===== src/rtl/count_seq_pkg.sv =====
// count_seq_pkg: shared encodings and default sizes for the count_seq_ctrl block.
//   op_e      - command opcodes carried on cmd_op
//   state_e   - sequencer state encoding
//   *_DEF     - default parameter values
package count_seq_pkg;

   localparam int WIDTH_DEF     = 4;
   localparam int ROUNDS_W_DEF  = 4;
   localparam int PRESC_DIV_DEF = 4;

   typedef enum logic [1:0] {
      OP_START  = 2'd0,
      OP_STOP   = 2'd1,
      OP_PAUSE  = 2'd2,
      OP_RESUME = 2'd3
   } op_e;

   typedef enum logic [2:0] {
      IDLE = 3'd0,
      ARM  = 3'd1,
      RUN  = 3'd2,
      HOLD = 3'd3,
      DONE = 3'd4
   } state_e;

endpackage


===== src/rtl/hex_step_counter.sv =====
// hex_step_counter: WIDTH-bit up-counter with parallel load and step enable.
//   clk      - clock, rising edge
//   res      - synchronous active-low reset (q -> 0)
//   load     - load load_val (has priority over en)
//   load_val - value loaded when load=1
//   en       - increment q modulo 2^WIDTH
//   q        - counter value
module hex_step_counter #(
   parameter int WIDTH = 4
) (
   input  logic             clk,
   input  logic             res,
   input  logic             load,
   input  logic [WIDTH-1:0] load_val,
   input  logic             en,
   output logic [WIDTH-1:0] q
);

   always_ff @(posedge clk) begin
      if (!res)      q <= '0;
      else if (load) q <= load_val;
      else if (en)   q <= q + WIDTH'(1);
   end

endmodule


===== src/rtl/count_seq_ctrl.sv =====
// count_seq_ctrl: command-driven sequencer for a hex up-counter. Runs the
// counter from a start value to an end value for a number of rounds
// (0 = until STOP) and pulses done on normal completion.
//   clk, res              - clock / synchronous active-low reset
//   cmd_valid, cmd_ready  - command handshake
//   cmd_op                - START / STOP / PAUSE / RESUME
//   cmd_start, cmd_end    - count range, sampled on START
//   cmd_rounds            - rounds to run, sampled on START
//   q, round_cnt          - counter value, completed rounds
//   busy, done, err       - activity, completion pulse, illegal-command pulse
// Optional macro SEQ_PRESCALE_EN: steps only every PRESC_DIV RUN cycles.
//
// state | meaning
// IDLE  | waiting for START; q/round_cnt hold last run's values
// ARM   | one cycle; loads start value into the counter
// RUN   | counting; terminal compare at q == end
// HOLD  | paused; q (and prescaler) frozen
// DONE  | one cycle; done pulse, then IDLE
module count_seq_ctrl
   import count_seq_pkg::*;
#(
   parameter int WIDTH     = WIDTH_DEF,
   parameter int ROUNDS_W  = ROUNDS_W_DEF,
   parameter int PRESC_DIV = PRESC_DIV_DEF
) (
   input  logic                clk,
   input  logic                res,
   input  logic                cmd_valid,
   output logic                cmd_ready,
   input  logic [1:0]          cmd_op,
   input  logic [WIDTH-1:0]    cmd_start,
   input  logic [WIDTH-1:0]    cmd_end,
   input  logic [ROUNDS_W-1:0] cmd_rounds,
   output logic [WIDTH-1:0]    q,
   output logic                busy,
   output logic                done,
   output logic                err,
   output logic [ROUNDS_W-1:0] round_cnt
);

   if (PRESC_DIV < 1 || PRESC_DIV > 255) begin : g_presc_range
      $error("count_seq_ctrl: PRESC_DIV must be 1..255");
   end

   state_e              state, state_nxt;
   logic [WIDTH-1:0]    start_r, end_r;
   logic [ROUNDS_W-1:0] rounds_r, rc_nxt, rc_inc;
   logic                accept, step, ld, en, err_nxt, done_nxt, latch;
   op_e                 op;

   assign op     = op_e'(cmd_op);
   assign accept = cmd_valid & cmd_ready;
   assign rc_inc = round_cnt + ROUNDS_W'(1);

`ifdef SEQ_PRESCALE_EN
   localparam logic [7:0] PSC_LAST = 8'(PRESC_DIV - 1);
   logic [7:0] psc;

   assign step = (state == RUN) && (psc == PSC_LAST);

   // Only advances in RUN, so a PAUSE/RESUME pair continues the same phase.
   always_ff @(posedge clk) begin
      if (!res)               psc <= '0;
      else if (state == ARM)  psc <= '0;
      else if (state == RUN)  psc <= step ? 8'd0 : psc + 8'd1;
   end
`else
   assign step = (state == RUN);
`endif

   always_comb begin
      state_nxt = state;
      rc_nxt    = round_cnt;
      ld        = 1'b0;
      en        = 1'b0;
      err_nxt   = 1'b0;
      done_nxt  = 1'b0;
      latch     = 1'b0;
      case (state)
         IDLE: begin
            if (accept) begin
               if (op == OP_START) begin
                  latch     = 1'b1;
                  rc_nxt    = '0;
                  state_nxt = ARM;
               end else begin
                  err_nxt = 1'b1;
               end
            end
         end
         ARM: begin
            ld        = 1'b1;
            state_nxt = RUN;
         end
         RUN: begin
            if (accept && op == OP_STOP) begin
               state_nxt = IDLE;
            end else begin
               if (accept && (op == OP_START || op == OP_RESUME)) err_nxt = 1'b1;
               if (accept && op == OP_PAUSE) state_nxt = HOLD;
               if (step) begin
                  if (q == end_r) begin
                     // Final round overrides a same-cycle PAUSE.
                     if (rounds_r != '0 && rc_inc == rounds_r) begin
                        rc_nxt    = rounds_r;
                        state_nxt = DONE;
                        done_nxt  = 1'b1;
                     end else begin
                        rc_nxt = rc_inc;
                        ld     = 1'b1;
                     end
                  end else begin
                     en = 1'b1;
                  end
               end
            end
         end
         HOLD: begin
            if (accept) begin
               case (op)
                  OP_RESUME: state_nxt = RUN;
                  OP_STOP:   state_nxt = IDLE;
                  default:   err_nxt   = 1'b1;
               endcase
            end
         end
         DONE:    state_nxt = IDLE;
         default: state_nxt = IDLE;
      endcase
   end

   always_ff @(posedge clk) begin
      if (!res) begin
         state     <= IDLE;
         round_cnt <= '0;
         start_r   <= '0;
         end_r     <= '0;
         rounds_r  <= '0;
         busy      <= 1'b0;
         done      <= 1'b0;
         err       <= 1'b0;
         cmd_ready <= 1'b0;
      end else begin
         state     <= state_nxt;
         round_cnt <= rc_nxt;
         if (latch) begin
            start_r  <= cmd_start;
            end_r    <= cmd_end;
            rounds_r <= cmd_rounds;
         end
         busy      <= (state_nxt != IDLE);
         done      <= done_nxt;
         err       <= err_nxt;
         cmd_ready <= (state_nxt == IDLE) || (state_nxt == RUN) || (state_nxt == HOLD);
      end
   end

   hex_step_counter #(.WIDTH(WIDTH)) u_cnt (
      .clk      (clk),
      .res      (res),
      .load     (ld),
      .load_val (start_r),
      .en       (en),
      .q        (q)
   );

endmodule


===== config.mk =====
export PLATFORM = sky130hd
export DESIGN_NAME = count_seq_ctrl
export DESIGN_NICKNAME = d
export VERILOG_FILES = /design/src/rtl/count_seq_pkg.sv /design/src/rtl/hex_step_counter.sv /design/src/rtl/count_seq_ctrl.sv
export SDC_FILE = /design/constraint.sdc
export NUM_CORES = 1
export LEC_CHECK = 0
export CAP_MARGIN = 10
export CELL_PAD_IN_SITES_DETAIL_PLACEMENT = 1
export CELL_PAD_IN_SITES_GLOBAL_PLACEMENT = 2
export CORE_MARGIN = 1.5
export CORE_UTILIZATION = 30
export DETAILED_ROUTE_END_ITERATION = 16
export HOLD_SLACK_MARGIN = 0.06
export PLACE_DENSITY = 0.81
export RECOVER_POWER = 25
export SLEW_MARGIN = 10
export SYNTH_ARGS = -nofsm -noshare
export SYNTH_HDL_FRONTEND = slang
export SYNTH_SLANG_ARGS = --single-unit
export TNS_END_PERCENT = 50

===== constraint.sdc =====
create_clock -name clk -period 2.5 [get_ports clk]
set_input_delay 0.5 -clock clk [delete_from_list [all_inputs] [get_ports clk]]
set_output_delay 0.5 -clock clk [all_outputs]
set_load 0.01 [all_outputs]

==> results of run 1 <==
flip-flops by register name, summed over array words and instances (netlist names):
name / count
end_r: 4
round_cnt: 4
rounds_r: 4
start_r: 4
u_cnt.q: 4
state: 3
busy: 1
cmd_ready: 1
done: 1
err: 1
worst paths after layout:
check,start,endpoint,cells after the start
min,start_r[0],start_r[0],2
max,cmd_op[1],round_cnt[3],7
max reg2reg,u_cnt.q[0],round_cnt[3],5
min reg2reg,start_r[0],start_r[0],2
placed cells by master, fill, tap and decap left out, drive strengths merged, types with 7 or more instances in the layout:
master / synthesis / layout
dfxtp: 27 / 27
dlygate4sd3: 0 / 8
a211oi: 7 / 7
clkdlybuf4s50: 0 / 20
mux2i: 14 / 14
nor2: 21 / 21
buf: 2 / 7
a21oi: 9 / 9
routing by layer:
| metal | vias up | wire length, um | track usage [%] |
|---|---|---|---|
| li1 | 614 | - | - |
| met1 | 612 | 1610 | 18.6 |
| met2 | 21 | 1900 | 28.2 |
| met3 | 4 | 115 | 2.85 |
| met4 | 0 | 23 | 3.56 |
| met5 | - | 0 | 0 |
cells by family after synthesis:
| kind of cell | count (synthesis) |
|---|---|
| xor+xnor | 12 |
| mux | 15 |
| flops | 27 |
| compound gates | 31 |
| fa+ha+maj | 6 |
| buf+inv | 11 |
| simple gates | 52 |
through the flow:
| step | cell area, sq um | hold slack, ns |
|---|---|---|
| 6_report | 1810 | 0.521 |
| 5_1_grt | 1810 | 0.563 |
| 4_1_cts | 1810 | 0.530 |
| 3_5_place_dp | 1760 | 0.504 |
| 3_3_place_gp | 1760 | 0.489 |
| 2_1_floorplan | 1390 | 0.465 |
power by group:
group / switching, uW / internal, uW / leakage [uW]
Clock: 140 / 113 / 0.0000217
Sequential: 10.0 / 440 / 0.000219
Combinational: 62.1 / 68.1 / 0.000582
Total: 212 / 621 / 0.000822
worst min-delay path, cell delays in order, from the launching register on:
cell     delay [ns]
dfxtp_1        0.35
mux2i_1        0.07
nor2_1         0.07
area by class of cell:
class | instances | area (sq um) | area share (%)
well taps | 52 | 65.1 | 3.59
flip-flops and latches | 27 | 541 | 29.8
clock inverters | 1 | 7.51 | 0.414
inverters | 5 | 18.8 | 1.04
repair buffers | 35 | 333 | 18.4
multi-input cells | 116 | 807 | 44.5
clock buffers | 3 | 41.3 | 2.28
==> flow_summary.json, run 1 <==
{
  "dp_hpwl_mm": 2.94,
  "synth_most_common_cell": "dfxtp_1",
  "synth-seq-cells": 27,
  "cts_buffers": 3,
  "final_cells": 239,
  "synth_compound_area_share_pct": 15.6,
  "remaining_drc_errors": 0,
  "cts_resized": 0,
  "grt_pass1_vias": 1363,
  "rows": 24,
  "die_y_um": 71.1,
  "clk_pin_slew_ns": 0.09,
  "slowest_delay_ns": 0.54,
  "hold_violations": 0,
  "max-vdd-ir-drop_uv": 202,
  "cellPowerDensity_nw_per_um2": 460,
  "synth_top_family_by_area": "simple AND/OR/NAND/NOR gates",
  "synth_top_cells_by_count": "dfxtp_1, nor2_1, mux2i_1",
  "globalRouteTotalUtil_pct": 15.4,
  "post_cts_buffers": 0,
  "cts_buffer_depth": 2,
  "utilization_pct": 41.1,
  "r2r_slack_ns": 0.38,
  "avgSynthCellArea_sq_um": 9.03,
  "nFillCells": 519,
  "dr_total_vias": 1251,
  "yosys.area_share.adder_pct": 5.40,
  "netlist_area_sq_um": 1390,
  "h-tree-depth": 1,
  "cp.arrival_ns": 2.36,
  "antenna_found_initial": 0,
  "drt-initial-drc-count": 34,
  "grt_max_degree": 21,
  "startpoint_type": "input pin",
  "synth_nets": 177,
  "slew-limit-headroom_pct": 57.9,
  "wl_per_cell_um": 15.3,
  "tritoncts": "yes",
  "crit_buf_inv": 2,
  "finalCritPeriodShare_pct": 86.2,
  "tightest_slew_ns": 0.631,
  "synthArstFlopShare_pct": 0,
  "grt_remaining_overflow": 0,
  "cp_slowest_cell": "clkdlybuf4s50_1",
  "synth.distinct_cells": 36,
  "yosysSeqAreaShare_pct": 38.8,
  "cp.required_ns": 2.70,
  "drive_gt1_share_pct": 8.02,
  "power.leakage_uw": 0.000822,
  "fp.dieW_um": 71.1,
  "grt_pass1_wl_mm": 6.33,
  "antennaDiodeCount": 0,
  "clock_tree.root_cell": "clkbuf_8",
  "num_io_pins": 29,
  "antenna_left": 0,
  "yosys_warnings": 0,
  "status": "finished, final reports clean",
  "crit_chain": "clkdlybuf4s50_1, inv_1, ha_1, a21o_1, a22o_4, or4_1, a21oi_1",
  "coreArea_sq_um": 4410,
  "ys.flop_type": "dfxtp_1",
  "critical_path_class": "input pin to register",
  "crit_family": "buffers and inverters",
  "totalWireLength_mm": 3.65,
  "yosys.area_share.simple_pct": 18.6,
  "hold_class": "register to register",
  "holdBufCountCts": 0,
  "area_growth_syn_to_layout_pct": 30.3,
  "synth-xor-area-share_pct": 7.55,
  "start_util_pct": 31.5,
  "portBuffers": 28,
  "setup_tns_ns": 0,
  "p_total_uw": 834,
  "ys_top_cells_by_area": "dfxtp_1, mux2i_1, nor2_1, ha_1, a211oi_1",
  "cts.sinks": 27,
  "synth_top_area_share_pct": 38.8,
  "via_per_inst": 5.23,
  "synthMuxAreaShare_pct": 10.9,
  "endpoint_kind": "register",
  "place_inst": 235,
  "synth_edf_count": 0,
  "timing.fmax_ghz": 0.464,
  "period_needed_ns": 2.15,
  "dp_slack_ns": 0.0569,
  "setup_viol": 0,
  "nets": 211,
  "insertion_delay_ns": 0.28,
  "synthCells": 154,
  "rsz0062_at_grt": "false",
  "yosys.area.top_type": "dfxtp_1",
  "fin_ws_ns": 0.345,
  "maxCapViolCount": 0,
  "drtPass1Iterations": 3,
  "final.setup_skew_ns": 0.00594,
  "die_area_sq_um": 5060,
  "gp_congestion": 0.798,
  "crit_fanout": 5,
  "finalMaxSlewViolations": 0
}
Power figures use the tool's default switching activity.
==> inputs of run 2 (changes only) <==
- clock period: 2.5 -> 2.4 ns (I/O delays scaled with it)
==> flow_summary.json, run 2 (same netlist as run 1, synthesis figures left out) <==
{
  "layout_common_cells": "dfxtp_1, nor2_1, clkdlybuf4s50_1",
  "cts_resized": 0,
  "finalMaxSlewViolations": 0,
  "worstHoldEndpoint": "round_cnt[3]",
  "hold_path_depth": 2,
  "startpoint_type": "input pin",
  "drtPass1Iterations": 4,
  "wl_per_cell_um": 15.5,
  "cts_buffer_depth": 2,
  "r2r_slack_ns": 0.31,
  "grt_remaining_overflow": 0,
  "num_io_pins": 29,
  "timing.fmax_ghz": 0.474,
  "rsz0062_at_grt": "false",
  "status": "finished, final reports clean",
  "r2r_end": "round_cnt[3]",
  "grt_max_degree": 21,
  "antenna_left": 0,
  "via_per_inst": 5.28,
  "final.setup_skew_ns": 0.00582,
  "setup_viol": 0,
  "drt-initial-drc-count": 36,
  "maxCapViolCount": 0,
  "remaining_drc_errors": 0,
  "timing.rr.start": "u_cnt.q[0]",
  "antenna_found_initial": 0,
  "cp.required_ns": 2.60,
  "wl_met1_mm": 1.64,
  "fp.dieW_um": 71.1,
  "portBuffers": 28,
  "globalRouteTotalUtil_pct": 15.4,
  "grt_pass1_wl_mm": 6.38,
  "max-vdd-ir-drop_uv": 213,
  "power.leakage_uw": 0.000821,
  "slew-limit-headroom_pct": 55.1,
  "clk_pin_slew_ns": 0.10,
  "top_layer": "met4",
  "period_needed_ns": 2.11,
  "tritoncts": "yes",
  "r2r_cells": 5,
  "cp.arrival_ns": 2.31,
  "clock_tree.root_cell": "clkbuf_8",
  "gp_congestion": 0.817,
  "wl_met3_um": 105,
  "tightest_slew_ns": 0.673,
  "start_util_pct": 31.5,
  "rows": 24,
  "crit_fanout": 5,
  "die_y_um": 71.1,
  "dr_total_vias": 1263,
  "utilization_pct": 41.1,
  "critical_path_class": "input pin to register",
  "hold_class": "register to register",
  "layout_commonest_cell": "dfxtp_1",
  "die_area_sq_um": 5060,
  "endpoint_kind": "register",
  "setup_tns_ns": 0,
  "totalWireLength_mm": 3.71,
  "cellPowerDensity_nw_per_um2": 484,
  "min-delay-start": "round_cnt[3]",
  "dp_hpwl_mm": 2.96,
  "cts.sinks": 27,
  "antennaDiodeCount": 0,
  "area_growth_syn_to_layout_pct": 30.3,
  "route.met2.wl_mm": 1.89,
  "holdBufCountCts": 0,
  "insertion_delay_ns": 0.28,
  "post_cts_buffers": 0,
  "coreArea_sq_um": 4410,
  "drive_gt1_share_pct": 8.02,
  "cts_buffers": 3,
  "finalCritPeriodShare_pct": 87.8,
  "nFillCells": 522,
  "h-tree-depth": 1,
  "hold_violations": 0,
  "grt_pass1_vias": 1346,
  "nets": 211
}
[run 2: layer usage]
layer	vias to the layer above	track usage (%)
met1	611	18.5
met5	-	0
met2	25	28.7
met4	0	4.61
met3	8	1.85
li1	619	-
[run 2: worst max-delay path by stage]
stage	slack, ns	cells past startpoint	startpoint	end
after global routing	0.12	8	cmd_op[0]	round_cnt[0]
after CTS	0.28	7	cmd_op[0]	round_cnt[3]
after detailed placement	0.004	7	cmd_op[0]	round_cnt[3]
after global placement	0.14	7	cmd_op[0]	round_cnt[3]
final	0.29	7	cmd_op[0]	round_cnt[3]
after floorplan	0.38	6	u_cnt.q[1]	round_cnt[3]
[run 2: metrics by stage]
stage	total power [uW]	setup WS, ns	instances	area (sq um)	hold slack [ns]
2_1_floorplan	545	0.377	154	1390	0.465
3_3_place_gp	614	0.138	235	1760	0.490
3_5_place_dp	618	0.00429	235	1760	0.521
4_1_cts	891	0.277	239	1810	0.541
5_1_grt	911	0.125	239	1810	0.570
6_report	878	0.292	239	1810	0.530
[run 2: critical path: stages]
cell             delay [ns]
clkdlybuf4s50_1        0.49
inv_1                  0.14
ha_1                   0.20
nand4b_1               0.16
a22o_4                 0.29
or4_1                  0.39
a21oi_1                0.16
[run 2: cell type report]
class                           instances  area, sq um  area share (%)
Clock inverter                          1         7.51           0.414
Tap cell                               52         65.1            3.59
Multi-Input combinational cell        116          807            44.5
Timing Repair Buffer                   35          333            18.4
Clock buffer                            3         41.3            2.28
Inverter                                5         18.8            1.04
Sequential cell                        27          541            29.8
[run 2: report_power, final]
group | total [uW] | switching, uW | internal (uW) | leakage [uW]
clock | 273 | 155 | 118 | 0.0000217
sequential | 468 | 9.82 | 459 | 0.000219
combinational | 137 | 65.5 | 71.5 | 0.000581
